<file path="src/rtl/multicycle_ctrl_if.sv">
// Signal bundle between the multi-cycle control unit and its datapath/memory.
// Memory handshake: during a memory-access state the controller holds its strobes
// steady; mem_ready=1 in a cycle means the access completes on that clock edge.
interface multicycle_ctrl_if;
  logic [31:0] instrucao;
  logic        zero;
  logic        mem_ready;
  logic        PCWrite;
  logic        IorD;
  logic        MemRead;
  logic        MemWrite;
  logic        IRWrite;
  logic        RegDest;
  logic        RegWrite;
  logic [1:0]  MemToReg;
  logic        Jal_Dest;
  logic        ALUSrcA;
  logic [1:0]  ALUSrcB;
  logic [1:0]  ALUOp;
  logic [1:0]  PCSource;
  logic        illegal_op;
  logic        mem_fault;
  logic [3:0]  state;

  modport master (
    input  instrucao, zero, mem_ready,
    output PCWrite, IorD, MemRead, MemWrite, IRWrite, RegDest, RegWrite,
           MemToReg, Jal_Dest, ALUSrcA, ALUSrcB, ALUOp, PCSource,
           illegal_op, mem_fault, state
  );

  modport slave (
    output instrucao, zero, mem_ready,
    input  PCWrite, IorD, MemRead, MemWrite, IRWrite, RegDest, RegWrite,
           MemToReg, Jal_Dest, ALUSrcA, ALUSrcB, ALUOp, PCSource,
           illegal_op, mem_fault, state
  );
endinterface

</file>
<file path="src/rtl/multicycle_ctrl.sv">
// Multi-cycle MIPS control FSM with memory-wait timeout and sticky fault state.
// Optional feature: define CTRL_ADDI_EN to decode addi through IMMEX/IMMWB.
module multicycle_ctrl #(
  parameter int TIMEOUT = 255,
  parameter int CNT_W   = 8
) (
  input  logic             clk,
  input  logic             reset,
  multicycle_ctrl_if.master bus
);

  typedef enum logic [3:0] {
    S_FETCH  = 4'd0,  S_DECODE = 4'd1,  S_MEMADR = 4'd2,  S_MEMRD = 4'd3,
    S_MEMWB  = 4'd4,  S_MEMWR  = 4'd5,  S_EXEC   = 4'd6,  S_ALUWB = 4'd7,
    S_BRANCH = 4'd8,  S_JUMP   = 4'd9,  S_JAL    = 4'd10, S_IMMEX = 4'd11,
    S_IMMWB  = 4'd12, S_FAULT  = 4'd13
  } state_t;

  typedef struct packed {
    logic       iord;
    logic       mem_read;
    logic       mem_write;
    logic       reg_dest;
    logic       reg_write;
    logic [1:0] mem_to_reg;
    logic       jal_dest;
    logic       alu_src_a;
    logic [1:0] alu_src_b;
    logic [1:0] alu_op;
    logic [1:0] pc_source;
    logic       pc_write_u;
  } moore_t;

  localparam logic [5:0] OP_RTYPE = 6'b000000;
  localparam logic [5:0] OP_LW    = 6'b100011;
  localparam logic [5:0] OP_SW    = 6'b101011;
  localparam logic [5:0] OP_BEQ   = 6'b000100;
  localparam logic [5:0] OP_J     = 6'b000010;
  localparam logic [5:0] OP_JAL   = 6'b000011;
  localparam logic [5:0] OP_ADDI  = 6'b001000;

  state_t           state_q, state_d;
  logic [CNT_W-1:0] cnt_q, cnt_d;
  logic             fault_q;
  moore_t           out_q;
  logic             illegal;
  logic             wait_st;
  logic             timeout;
  logic             run;
  logic [5:0]       op;
  logic             unused_instr_bits;

  assign op                = bus.instrucao[31:26];
  assign unused_instr_bits = ^bus.instrucao[25:0];

  // State-only outputs, registered alongside the state they belong to.
  function automatic moore_t moore_out(state_t s);
    moore_t m;
    m = '0;
    case (s)
      S_FETCH:  begin m.mem_read = 1'b1; m.alu_src_b = 2'b01; end
      S_DECODE: m.alu_src_b = 2'b11;
      S_MEMADR: begin m.alu_src_a = 1'b1; m.alu_src_b = 2'b10; end
      S_MEMRD:  begin m.iord = 1'b1; m.mem_read = 1'b1; end
      S_MEMWB:  begin m.reg_write = 1'b1; m.mem_to_reg = 2'b01; end
      S_MEMWR:  begin m.iord = 1'b1; m.mem_write = 1'b1; end
      S_EXEC:   begin m.alu_src_a = 1'b1; m.alu_op = 2'b10; end
      S_ALUWB:  begin m.reg_dest = 1'b1; m.reg_write = 1'b1; end
      S_BRANCH: begin m.alu_src_a = 1'b1; m.alu_op = 2'b01; m.pc_source = 2'b01; end
      S_JUMP:   begin m.pc_source = 2'b10; m.pc_write_u = 1'b1; end
      S_JAL:    begin
        m.pc_source = 2'b10; m.pc_write_u = 1'b1; m.reg_write = 1'b1;
        m.mem_to_reg = 2'b10; m.jal_dest = 1'b1;
      end
`ifdef CTRL_ADDI_EN
      S_IMMEX:  begin m.alu_src_a = 1'b1; m.alu_src_b = 2'b10; end
      S_IMMWB:  m.reg_write = 1'b1;
`endif
      default:  m = '0;
    endcase
    return m;
  endfunction

  always_comb begin
    state_d = state_q;
    illegal = 1'b0;
    wait_st = (state_q == S_FETCH) || (state_q == S_MEMRD) || (state_q == S_MEMWR);
    case (state_q)
      S_FETCH:  if (bus.mem_ready) state_d = S_DECODE;
      S_DECODE: begin
        case (op)
          OP_RTYPE:      state_d = S_EXEC;
          OP_LW, OP_SW:  state_d = S_MEMADR;
          OP_BEQ:        state_d = S_BRANCH;
          OP_J:          state_d = S_JUMP;
          OP_JAL:        state_d = S_JAL;
`ifdef CTRL_ADDI_EN
          OP_ADDI:       state_d = S_IMMEX;
`endif
          default: begin
            state_d = S_FETCH;
            illegal = 1'b1;
          end
        endcase
      end
      S_MEMADR: state_d = (op == OP_LW) ? S_MEMRD : S_MEMWR;
      S_MEMRD:  if (bus.mem_ready) state_d = S_MEMWB;
      S_MEMWR:  if (bus.mem_ready) state_d = S_FETCH;
      S_EXEC:   state_d = S_ALUWB;
`ifdef CTRL_ADDI_EN
      S_IMMEX:  state_d = S_IMMWB;
`endif
      S_FAULT:  state_d = S_FAULT;
      default:  state_d = S_FETCH;
    endcase

    // A mem_ready in the timeout cycle takes priority: timeout requires !mem_ready.
    timeout = (TIMEOUT != 0) && wait_st && !bus.mem_ready && (cnt_q == CNT_W'(TIMEOUT));
    if (timeout) state_d = S_FAULT;

    if (!wait_st || bus.mem_ready || (state_d != state_q)) cnt_d = '0;
    else if (cnt_q != {CNT_W{1'b1}})                        cnt_d = cnt_q + 1'b1;
    else                                                     cnt_d = cnt_q;
  end

  always_ff @(posedge clk) begin
    if (reset) begin
      state_q <= S_FETCH;
      cnt_q   <= '0;
      fault_q <= 1'b0;
      out_q   <= moore_out(S_FETCH);
    end else begin
      state_q <= state_d;
      cnt_q   <= cnt_d;
      fault_q <= (state_d == S_FAULT);
      out_q   <= moore_out(state_d);
    end
  end

  // Reset masks every output so nothing strobes while the unit is being reset.
  assign run            = !reset;
  assign bus.PCWrite    = run & (((state_q == S_FETCH) & bus.mem_ready) |
                                 ((state_q == S_BRANCH) & bus.zero) | out_q.pc_write_u);
  assign bus.IRWrite    = run & (state_q == S_FETCH) & bus.mem_ready;
  assign bus.IorD       = run & out_q.iord;
  assign bus.MemRead    = run & out_q.mem_read;
  assign bus.MemWrite   = run & out_q.mem_write;
  assign bus.RegDest    = run & out_q.reg_dest;
  assign bus.RegWrite   = run & out_q.reg_write;
  assign bus.MemToReg   = {2{run}} & out_q.mem_to_reg;
  assign bus.Jal_Dest   = run & out_q.jal_dest;
  assign bus.ALUSrcA    = run & out_q.alu_src_a;
  assign bus.ALUSrcB    = {2{run}} & out_q.alu_src_b;
  assign bus.ALUOp      = {2{run}} & out_q.alu_op;
  assign bus.PCSource   = {2{run}} & out_q.pc_source;
  assign bus.illegal_op = run & illegal;
  assign bus.mem_fault  = run & fault_q;
  assign bus.state      = run ? state_q : 4'd0;

endmodule

</file>
<file path="src/flat_wrapper.sv">
// flat-port wrapper written by rule: the top's interface ports become plain ports
module multicycle_ctrl_flat 
#(
  parameter int TIMEOUT = 255,
  parameter int CNT_W   = 8
)
  (clk, reset, bus_instrucao, bus_zero, bus_mem_ready, bus_PCWrite, bus_IorD, bus_MemRead, bus_MemWrite, bus_IRWrite, bus_RegDest, bus_RegWrite, bus_MemToReg, bus_Jal_Dest, bus_ALUSrcA, bus_ALUSrcB, bus_ALUOp, bus_PCSource, bus_illegal_op, bus_mem_fault, bus_state);
  multicycle_ctrl_if bus_i ();
  input  logic clk;
  input  logic reset;
  input wire logic [$bits(bus_i.instrucao)-1:0] bus_instrucao;
  input wire logic [$bits(bus_i.zero)-1:0] bus_zero;
  input wire logic [$bits(bus_i.mem_ready)-1:0] bus_mem_ready;
  output wire logic [$bits(bus_i.PCWrite)-1:0] bus_PCWrite;
  output wire logic [$bits(bus_i.IorD)-1:0] bus_IorD;
  output wire logic [$bits(bus_i.MemRead)-1:0] bus_MemRead;
  output wire logic [$bits(bus_i.MemWrite)-1:0] bus_MemWrite;
  output wire logic [$bits(bus_i.IRWrite)-1:0] bus_IRWrite;
  output wire logic [$bits(bus_i.RegDest)-1:0] bus_RegDest;
  output wire logic [$bits(bus_i.RegWrite)-1:0] bus_RegWrite;
  output wire logic [$bits(bus_i.MemToReg)-1:0] bus_MemToReg;
  output wire logic [$bits(bus_i.Jal_Dest)-1:0] bus_Jal_Dest;
  output wire logic [$bits(bus_i.ALUSrcA)-1:0] bus_ALUSrcA;
  output wire logic [$bits(bus_i.ALUSrcB)-1:0] bus_ALUSrcB;
  output wire logic [$bits(bus_i.ALUOp)-1:0] bus_ALUOp;
  output wire logic [$bits(bus_i.PCSource)-1:0] bus_PCSource;
  output wire logic [$bits(bus_i.illegal_op)-1:0] bus_illegal_op;
  output wire logic [$bits(bus_i.mem_fault)-1:0] bus_mem_fault;
  output wire logic [$bits(bus_i.state)-1:0] bus_state;
  assign bus_i.instrucao = bus_instrucao;
  assign bus_i.zero = bus_zero;
  assign bus_i.mem_ready = bus_mem_ready;
  assign bus_PCWrite = bus_i.PCWrite;
  assign bus_IorD = bus_i.IorD;
  assign bus_MemRead = bus_i.MemRead;
  assign bus_MemWrite = bus_i.MemWrite;
  assign bus_IRWrite = bus_i.IRWrite;
  assign bus_RegDest = bus_i.RegDest;
  assign bus_RegWrite = bus_i.RegWrite;
  assign bus_MemToReg = bus_i.MemToReg;
  assign bus_Jal_Dest = bus_i.Jal_Dest;
  assign bus_ALUSrcA = bus_i.ALUSrcA;
  assign bus_ALUSrcB = bus_i.ALUSrcB;
  assign bus_ALUOp = bus_i.ALUOp;
  assign bus_PCSource = bus_i.PCSource;
  assign bus_illegal_op = bus_i.illegal_op;
  assign bus_mem_fault = bus_i.mem_fault;
  assign bus_state = bus_i.state;
  multicycle_ctrl #(.TIMEOUT(TIMEOUT), .CNT_W(CNT_W)) u_core (.clk(clk), .reset(reset), .bus(bus_i));
endmodule
</file>
<file path="config.mk">
export PLATFORM = sky130hd
export DESIGN_NAME = multicycle_ctrl_flat
export DESIGN_NICKNAME = d
export VERILOG_FILES = /design/src/rtl/multicycle_ctrl_if.sv /design/src/rtl/multicycle_ctrl.sv /design/src/flat_wrapper.sv
export SDC_FILE = /design/constraint.sdc
export NUM_CORES = 1
export LEC_CHECK = 0
export CAP_MARGIN = 5
export CELL_PAD_IN_SITES_DETAIL_PLACEMENT = 1
export CELL_PAD_IN_SITES_GLOBAL_PLACEMENT = 2
export CORE_MARGIN = 2
export CORE_UTILIZATION = 21
export DETAILED_ROUTE_END_ITERATION = 6
export GPL_ROUTABILITY_DRIVEN = 0
export PLACE_DENSITY_LB_ADDON = 0.1
export SLEW_MARGIN = 40
export SYNTH_ARGS = -nofsm -noshare
export SYNTH_HDL_FRONTEND = slang
export SYNTH_SLANG_ARGS = --single-unit
</file>
<file path="constraint.sdc">
create_clock -name clk -period 1.85 [get_ports clk]
set_input_delay 0.2775 -clock clk [delete_from_list [all_inputs] [get_ports clk]]
set_output_delay 0.2775 -clock clk [all_outputs]
set_load 0.01 [all_outputs]
</file>
After elaboration in Yosys (flattened, before gate mapping)
Cells that the tools add are included.
Widths: inputs -> output; s select.
{ "word_totals": {"ff_bits": 29, "in_bits": 36} }
{ "op_classes": {"add_sub_neg": 1, "n_eq_ne": 26, "muxes": 22, "n_bitwise": 20, "reduce_logical": 20} }
{ "ops": {"columns": ["cell", "count"], "rows": [
  ["$pmux 4 s7", 1],
  ["$eq 4x3->1 const B", 6],
  ["$eq 4x4->1 const B", 6],
  ["$mux 4", 5],
  ["$pmux 4 s5", 1],
  ["$eq 4x2->1 const B", 4],
  ["$and 1x1->1", 14],
  ["$eq 6x2->1 const B", 2],
  ["$eq 6x6->1 const B", 2],
  ["$pmux 2 s2", 3],
  ["$mux 1", 10],
  ["$reduce_or 2->1", 5],
  ["$add 8x1->8 const B", 1],
  ["$and 2x2->2", 4],
  ["$eq 4x1->1 const B", 2],
  ["$eq 8x8->1 const B", 1],
  ["$logic_not 4->1", 2],
  ["$ne 8x8->1 const B", 1],
  ["$eq 6x3->1 const B", 1],
  ["$logic_not 6->1", 1],
  ["$pmux 2 s3", 1],
  ["$reduce_or 3->1", 2],
  ["$reduce_or 6->1", 1],
  ["$logic_or 1x1->1", 4],
  ["other kinds (5)", 9]
]} }

Logic depth before layout (Yosys ltp)
Gate-level depths: netlist of run 1.
{ "logic_depth": {"depth_word": 9, "ltp_mapped": 6} }

Least setup slack after synthesis of run 1
OpenSTA, ideal clock, no wires.
{ "synth_timing": {"path_type": "input-to-reg", "start": "input port bus_instrucao[29]", "end": "register u_core.out_q[15] (netlist name)", "t_arrival_ns": 1.782, "required_time_ns": 1.762, "setup_slack_ns": -0.020, "stages": 5, "path_cell_list": "or2_1 -> o311a_1 -> a221o_1 -> or4_4 -> o32ai_2"} }
{ "synth_between": {"elab_chain_len": 8, "elab_cells_between_ends": 15, "classes_between": "eq/ne (7); mux (5); reduce/logical (3)"} }
{ "synth_lines": {"columns": ["item", "line", "text"], "rows": [
  ["from (decl)", "flat_wrapper.sv:11", "input wire logic [$bits(bus_i.instrucao)-1:0] bus_instrucao;"],
  ["$eq 6x6->1 (on tied branches)", "multicycle_ctrl.sv:91, multicycle_ctrl.sv:106", null],
  ["$reduce_or 2->1", "multicycle_ctrl.sv:91", "case (op)"],
  ["$pmux 4 s5", "multicycle_ctrl.sv:91", null],
  ["$pmux 4 s7 (*)", "multicycle_ctrl.sv:88", "case (state_q)"],
  ["$mux 4 (*)", "multicycle_ctrl.sv:119", "if (timeout) state_d = S_FAULT;"],
  ["$eq 4x2->1 / $eq 4x3->1 (equally long branches)", "multicycle_ctrl.sv:60", "case (s)"],
  ["$reduce_or 2->1 (no source line) (*)", null, null],
  ["$mux 1 (*)", "multicycle_ctrl.sv:60", null],
  ["to (signal assigned)", "multicycle_ctrl.sv:131", "out_q <= moore_out(S_FETCH);"],
  ["to (signal assigned)", "multicycle_ctrl.sv:136", "out_q <= moore_out(state_d);"],
  ["to (decl)", "multicycle_ctrl.sv:45", "moore_t out_q;"]
]} }
Every way passes the cells marked *; elsewhere a longest branch is shown, timed or not.
A chain may end at the register's enable or synchronous reset.

Worst setup path in the final report of run 1
{ "layout_timing": {"start": "register u_core.state_q[2]", "end": "register u_core.out_q[12] (netlist name)"} }
{ "layout_between": {"elab_chain_len": 8, "elab_cells_between_ends": 18, "classes_between": "eq/ne (7); mux (6); reduce/logical (5)"} }
{ "layout_lines": {"columns": ["item", "line", "text"], "rows": [
  ["from (decl)", "multicycle_ctrl.sv:42", "state_t state_q, state_d;"],
  ["from (signal assigned)", "multicycle_ctrl.sv:133", "state_q <= state_d;"],
  ["$eq 4x2->1 / $logic_not 4->1 (equally long branches)", "multicycle_ctrl.sv:87, multicycle_ctrl.sv:88", null],
  ["$logic_or 1x1->1 (2 in series)", "multicycle_ctrl.sv:87", "wait_st = (state_q == S_FETCH) || (state_q == S_MEMRD) || (state_q == S_MEMWR);"],
  ["$logic_and 1x1->1 (2 in series)", "multicycle_ctrl.sv:118", "timeout = (TIMEOUT != 0) && wait_st && !bus.mem_ready && (cnt_q == CNT_W'(TIMEOUT));"],
  ["$mux 4 (*)", "multicycle_ctrl.sv:119", null],
  ["$eq 4x3->1 (*)", "multicycle_ctrl.sv:60", null],
  ["$mux 1 (*)", "multicycle_ctrl.sv:60", null]
]} }
Marked as above.

==> impl_metrics.json, run 1 <==
{
  "run_status": "finished, violations left",
  "failed_checks": "setup timing",
  "rsz0062_at_grt": "yes",
  "synth-seq-cells": 28,
  "critical_path_required_ns": 2.05,
  "wl_per_instance_um": 12.7,
  "clock_transition_at_the_registers_of_the_reported_paths_ns": 0.09,
  "clkSinkCount": 28,
  "period_minus_slack_ns": 1.94,
  "finalSetupViolations": 6,
  "dp_hpwl_um": 3520,
  "yosys_warnings": 0,
  "post_synth_mux_area_share": 0.0204,
  "r2r-start": "u_core.state_q[2]",
  "synth-simple-area-share": 0.380,
  "initial_utilization": 0.216,
  "htreeDepth": 1,
  "clock_path_buffers": 2,
  "finalNonFillerCells": 351,
  "synth_cell_type_count": 49,
  "detail_route.iter0.violations": 26,
  "drive_above_1_share": 0.337,
  "critical_path_arrival_ns": 2.14,
  "cts_made_buffers": 3,
  "worst-slew-pin-transition_ns": 0.295,
  "design.die.area_um2": 7690,
  "hold_path_startpoint": "u_core.cnt_q[5]",
  "crit_slowest_cell": "sky130_fd_sc_hd__or4b_4",
  "drcViolationCount": 0,
  "core.rowCount": 30,
  "synth_largest_type_area_fraction": 0.381,
  "synth_xor_area_frac": 0.0179,
  "worst_hold_path_type": "flop to flop",
  "critPathMaxFanout": 5,
  "cp_slowest_stage_delay_ns": 0.57,
  "die_h_um": 87.7,
  "grt_pass1_wl_um": 7530,
  "wirelength_um": 4460,
  "timing.critical_path.cells": "or4b_4 -> nor3_4 -> a221o_1 -> buf_4 -> nand3b_1 -> nor3_1",
  "vias": 1546,
  "critical_path.startpoint_type": "flop",
  "layout_worst_path_cycle_share": 1.05,
  "synthesis.instances": 180,
  "grt_start_max_net_pins": 17,
  "timing.rr.end": "u_core.out_q[12]",
  "ir_worst_vdd_mv": 0.290,
  "setup.worst_path.class": "flop to flop",
  "async_flop_share": 0,
  "post_synth_instance_area_um2": 1470,
  "die_width_um": 87.7,
  "dr.pass1.iters": 4,
  "min_delay_worst_endpoint": "u_core.cnt_q[5]",
  "syn-mean-instance-area_um2": 8.17,
  "clock_skew_ns": 0.00268,
  "compound_cell_area_share_of_the_yosys_netlist": 0.147,
  "sequential_element_share_of_the_synthesized_area": 0.381,
  "largest_family_of_logic_cells_by_synthesized_area": "simple AND/OR/NAND/NOR gates",
  "cts_tree": "built",
  "detail-route-antenna-nets": 0,
  "crit_path_end_kind": "flop",
  "viasPerCell": 4.40,
  "synth.area.top_cells": "sky130_fd_sc_hd__dfxtp_1, sky130_fd_sc_hd__nor2_1, sky130_fd_sc_hd__nor2b_1",
  "synthAdderAreaFrac": 0.00851,
  "whs_path_depth": 2,
  "fmaxAchievable_mhz": 514,
  "post_place_worst_slack_ns": -0.564,
  "number_of_slew_limit_violations_in_the_final_report": 0,
  "ys.flop_type": "sky130_fd_sc_hd__dfxtp_1",
  "finalWorstSetupSlack_ns": -0.0946,
  "design.final.nets": 293,
  "antenna_violations_before_repair": 0,
  "clock_tree.root_cell": "sky130_fd_sc_hd__clkbuf_8",
  "post_cts_hold_buffer_count": 0,
  "final_util": 0.354,
  "ioPinCount": 59,
  "grt_remaining_overflow": 0,
  "first_global_vias": 1595,
  "design_power_total_mw": 1.29,
  "core_um2": 6790,
  "max_cap_viol_count": 0,
  "power-per-cell-area_nw_per_um2": 535,
  "timing.final.hold_violations": 0,
  "synth-edff-count": 0,
  "grt.total_usage": 0.123,
  "syn_to_layout_area_delta_pct": 63.7,
  "worst_slew_margin_rel": 0.802,
  "reg2reg_setup_slack_ns": -0.09,
  "worstSkewPairLatency_ns": 0.27,
  "placement.io_buffers": 32,
  "reg2regPathDepth": 6,
  "dp.cells": 337,
  "worst_hold_slack_ns": 0.523,
  "synth_fp_nets": 217,
  "leakage_nw": 1.16,
  "post-synth-top-area-cell": "sky130_fd_sc_hd__dfxtp_1",
  "antenna_cells": 0
}
-- cells by family after synthesis --
family / after synthesis
adders and majority gates: 1
AOI/OAI and AO/OA: 29
buffers and inverters: 15
muxes: 3
xor gates and xnor gates: 3
and+or+nand+nor: 101
DFF: 28
-- per-layer routing --
metal / up-vias / GRT usage / wire [um] / part of all wire
met5: - / 0 / 0 / 0
met1: 744 / 0.149 / 2030 / 0.45
li1: 781 / - / - / -
met2: 21 / 0.229 / 2310 / 0.52
met4: 0 / 0.0210 / 0 / 0
met3: 0 / 0.0236 / 121 / 0.027
-- where the power goes --
part | switching, mW | internal, mW | total (mW)
sequential | 0.00447 | 0.610 | 0.615
combinational | 0.0941 | 0.102 | 0.196
clock | 0.187 | 0.290 | 0.477
-- placed cells by master, fill, tap and decap left out, types with 6 or more instances in the layout --
master / n
sky130_fd_sc_hd__nand3_1: 6
sky130_fd_sc_hd__buf_4: 42
sky130_fd_sc_hd__nor2_1: 21
sky130_fd_sc_hd__dlygate4sd2_1: 18
sky130_fd_sc_hd__dlymetal6s2s_1: 7
sky130_fd_sc_hd__nor2_2: 10
sky130_fd_sc_hd__nor2b_1: 17
sky130_fd_sc_hd__nor3_1: 7
sky130_fd_sc_hd__dfxtp_1: 26
sky130_fd_sc_hd__inv_1: 7
sky130_fd_sc_hd__nand4_1: 8
-- through the flow --
stage | setup TNS (ns) | instance area (um^2)
after floorplan | 0 | 1470
after global routing | -1.76 | 2410
after detailed placement | -10.44 | 2150
final | -0.287 | 2410
after CTS | -0.839 | 2280
after global placement | -9.44 | 2150
-- synthesized netlist by cell type (2+ instances only) --
cell type / instances
sky130_fd_sc_hd__nand2b_1: 5
sky130_fd_sc_hd__a21oi_1: 5
sky130_fd_sc_hd__a21o_1: 3
sky130_fd_sc_hd__o21bai_1: 3
sky130_fd_sc_hd__or2_2: 3
sky130_fd_sc_hd__nor2b_1: 17
sky130_fd_sc_hd__nor3_1: 10
sky130_fd_sc_hd__o21ai_0: 4
sky130_fd_sc_hd__inv_1: 7
sky130_fd_sc_hd__nand4_1: 8
sky130_fd_sc_hd__nand3_1: 6
sky130_fd_sc_hd__o22ai_1: 2
sky130_fd_sc_hd__dfxtp_1: 28
sky130_fd_sc_hd__and2_1: 2
sky130_fd_sc_hd__mux2i_1: 3
sky130_fd_sc_hd__o211a_1: 2
sky130_fd_sc_hd__xor2_1: 2
sky130_fd_sc_hd__nor2_1: 31
sky130_fd_sc_hd__nand2_1: 4
sky130_fd_sc_hd__clkbuf_1: 3
sky130_fd_sc_hd__nand3b_1: 2
sky130_fd_sc_hd__buf_2: 3
-- final cells by class --
| cell class | instances | area (um^2) |
|---|---|---|
| sequential | 28 | 563 |
| clock buffer | 3 | 41.3 |
| inverter | 7 | 26.3 |
| tap | 96 | 120 |
| multi-input combinational | 137 | 950 |
| fill | 805 | 4390 |
| timing repair buffer | 79 | 677 |
| clock inverter | 1 | 30.0 |
-- how the worst max path moves through the flow --
stage | from | slack [ns] | endpoint
floorplan | bus_instrucao[29] | 0.001 | u_core.out_q[15]
global placement | bus_instrucao[28] | -0.52 | u_core.out_q[15]
detailed placement | bus_instrucao[28] | -0.56 | u_core.out_q[15]
CTS | u_core.state_q[3] | -0.17 | u_core.out_q[12]
global route | u_core.state_q[2] | -0.17 | u_core.out_q[12]
finish | u_core.state_q[2] | -0.09 | u_core.out_q[12]
-- state kept, by name, indices dropped and copies added (netlist names) --
name and count:
u_core.fault_q 1, u_core.state_q 4, u_core.out_q 15, u_core.cnt_q 8
-- critical path: cells and delay by family (launching register included) --
family          cells  cell delay (ns)
simple gates        4             1.16
flops               1             0.34
compound gates      1             0.23
buf+inv             1             0.13
-- what timing repair did --
action / in CTS / in global routing
setup endpoints to repair: 36 / 34
buffers inserted: 4 / 6
pin swaps: 12 / 21
gates resized for setup: 39 / 35
No activity file was read; power rests on OpenSTA's default activity.
==> run 2, diff against run 1 <==
--- a/config.mk
+++ b/config.mk
@@ -13,6 +13,7 @@
 export DETAILED_ROUTE_END_ITERATION = 6
 export GPL_ROUTABILITY_DRIVEN = 0
 export PLACE_DENSITY_LB_ADDON = 0.1
+export RECOVER_POWER = 100
 export SLEW_MARGIN = 40
 export SYNTH_ARGS = -nofsm -noshare
 export SYNTH_HDL_FRONTEND = slang
==> run 2 against run 1 <==
  * The run still ends with setup timing left
  * Design area shrank 1.1%
  * Clock-buffer cell count is the same
  * Global-route usage is the same
  * Routed wire length is essentially flat
  * Combinational power shrank 2%
  * Register-to-register slack is essentially flat
  * Hold slack is the same
  * Highest routed layer unchanged
==> impl_metrics.json, run 2 (synthesis results as in run 1) <==
{
  "max_cap_viol_count": 0,
  "htreeDepth": 1,
  "wirelength_um": 4460,
  "cp_slowest_stage_delay_ns": 0.57,
  "largest_register_ff_count": 15,
  "critical_path_arrival_ns": 2.14,
  "detail_route.iter0.violations": 29,
  "met2_wirelength_from_detailed_routing_um": 2310,
  "topRoutingLayerUsed": "met3",
  "power-per-cell-area_nw_per_um2": 539,
  "grt_remaining_overflow": 0,
  "clock_skew_ns": 0.00268,
  "post_cts_hold_buffer_count": 0,
  "antenna_cells": 0,
  "clock_transition_at_the_registers_of_the_reported_paths_ns": 0.09,
  "setup.worst_path.class": "flop to flop",
  "nFillCells": 807,
  "detail-route-antenna-nets": 0,
  "worst_slew_margin_rel": 0.697,
  "crit_buf_inv": 1,
  "design.final.nets": 293,
  "initial_utilization": 0.216,
  "worstSkewPairLatency_ns": 0.27,
  "first_global_vias": 1595,
  "ioPinCount": 59,
  "whs_path_depth": 2,
  "antenna_violations_before_repair": 0,
  "clock_path_buffers": 2,
  "layout_common_cells": "sky130_fd_sc_hd__buf_4, sky130_fd_sc_hd__dfxtp_1, sky130_fd_sc_hd__nor2_1",
  "worst_hold_path_type": "flop to flop",
  "path_depth": 6,
  "leakage_nw": 1.13,
  "wl_on_met1_um": 2030,
  "top_delay_family_on_crit_path": "simple AND/OR/NAND/NOR gates",
  "ir_worst_vdd_mv": 0.290,
  "number_of_slew_limit_violations_in_the_final_report": 0,
  "grt.total_usage": 0.123,
  "die_h_um": 87.7,
  "dr.pass1.iters": 4,
  "largest_registers": "u_core.out_q: 15 flops, u_core.cnt_q: 8 flops, u_core.state_q: 4 flops",
  "critPathMaxFanout": 5,
  "period_minus_slack_ns": 1.94,
  "wl_per_instance_um": 12.7,
  "drive_above_1_share": 0.322,
  "timing.final.hold_violations": 0,
  "failed_checks": "setup timing",
  "clkSinkCount": 28,
  "worst-slew-pin-transition_ns": 0.455,
  "critical_path.startpoint_type": "flop",
  "layout_worst_path_cycle_share": 1.05,
  "reg2regPathDepth": 6,
  "viasPerCell": 4.40,
  "crit_path_end_kind": "flop",
  "grt_pass1_wl_um": 7530,
  "grt_start_max_net_pins": 17,
  "final_util": 0.350,
  "critical_path_required_ns": 2.05,
  "cts_tree": "built",
  "crit_slowest_cell": "sky130_fd_sc_hd__or4b_4",
  "core_um2": 6790,
  "timing.critical_path.cells": "or4b_4 -> nor3_4 -> a221o_1 -> buf_4 -> nand3b_1 -> nor3_1",
  "die_width_um": 87.7,
  "fmaxAchievable_mhz": 514,
  "drcViolationCount": 0,
  "finalWorstSetupSlack_ns": -0.0945,
  "placement.io_buffers": 32,
  "layout.cells.most_common": "sky130_fd_sc_hd__buf_4",
  "run_status": "finished, violations left",
  "post_place_worst_slack_ns": -0.564,
  "design.die.area_um2": 7690,
  "rsz0062_at_grt": "yes",
  "max_flop_register": "u_core.out_q",
  "core.rowCount": 30,
  "clock_tree.root_cell": "sky130_fd_sc_hd__clkbuf_8",
  "syn_to_layout_area_delta_pct": 62.0,
  "cts_made_buffers": 3,
  "wl_met3_um": 120,
  "finalSetupViolations": 7,
  "dp_hpwl_um": 3520,
  "vias": 1545
}
run 2: where the power goes:
group / internal, mW / leakage (nW) / switching [mW] / total [mW]
combinational: 0.0988 / 0.866 / 0.0931 / 0.192
clock: 0.290 / 0.0357 / 0.187 / 0.477
sequential: 0.610 / 0.227 / 0.00447 / 0.615
total: 0.998 / 1.13 / 0.285 / 1.28
run 2: path summary, 6_finish.rpt:
| path | from | endpoint | slack, ns |
|---|---|---|---|
| max | u_core.state_q[2] | u_core.out_q[12] | -0.09 |
| min reg2reg | u_core.cnt_q[5] | u_core.cnt_q[5] | 0.52 |
| max reg2reg | u_core.state_q[2] | u_core.out_q[12] | -0.09 |
| min | u_core.cnt_q[5] | u_core.cnt_q[5] | 0.52 |
run 2: cell type report:
| cell class | count | area, um^2 | area share |
|---|---|---|---|
| clock inverters | 1 | 30.0 | 0.0126 |
| repair buffers | 79 | 658 | 0.276 |
| flip-flops and latches | 28 | 562 | 0.236 |
| well taps | 96 | 120 | 0.0504 |
| inverters | 7 | 26.3 | 0.0110 |
| multi-input cells | 137 | 943 | 0.396 |
| clock buffers | 3 | 41.3 | 0.0173 |
run 2: timing repair:
item	in CTS	in global routing
gates cloned	0	0
pin swaps	12	21
buffers inserted	4	6
endpoints found under the setup margin	36	34
resized for setup	39	35
run 2: through the flow:
step	hold slack [ns]	total power, mW	instance area, um^2	cells	TNS [ns]
after floorplan	0.459	0.705	1470	180	0
after global placement	0.497	0.807	2150	337	-9.44
after detailed placement	0.500	0.810	2150	337	-10.44
after CTS	0.527	1.29	2280	345	-0.839
after global routing	0.565	1.35	2380	351	-2.99
final	0.523	1.28	2380	351	-0.310
run 2: metal layers:
layer | track usage | up-vias
li1 | - | 781
met1 | 0.149 | 743
met2 | 0.229 | 21
met3 | 0.0236 | 0
met4 | 0.0210 | 0
met5 | 0 | -
run 2: worst min-delay path, stage by stage, from the launching register on:
cell	delay [ns]
sky130_fd_sc_hd__dfxtp_1	0.35
sky130_fd_sc_hd__xor2_1	0.08
sky130_fd_sc_hd__nor2_2	0.06
==> run 3, diff against run 2 <==
--- a/config.mk
+++ b/config.mk
@@ -5,7 +5,7 @@
 export SDC_FILE = /design/constraint.sdc
 export NUM_CORES = 1
 export LEC_CHECK = 0
-export CAP_MARGIN = 5
+export CAP_MARGIN = 20
 export CELL_PAD_IN_SITES_DETAIL_PLACEMENT = 1
 export CELL_PAD_IN_SITES_GLOBAL_PLACEMENT = 2
 export CORE_MARGIN = 2
@@ -14,7 +14,7 @@
 export GPL_ROUTABILITY_DRIVEN = 0
 export PLACE_DENSITY_LB_ADDON = 0.1
 export RECOVER_POWER = 100
-export SLEW_MARGIN = 40
+export SLEW_MARGIN = 25
 export SYNTH_ARGS = -nofsm -noshare
 export SYNTH_HDL_FRONTEND = slang
 export SYNTH_SLANG_ARGS = --single-unit
==> results of run 3 <==
Final layout, timing and power as in run 2 (identical DEF).
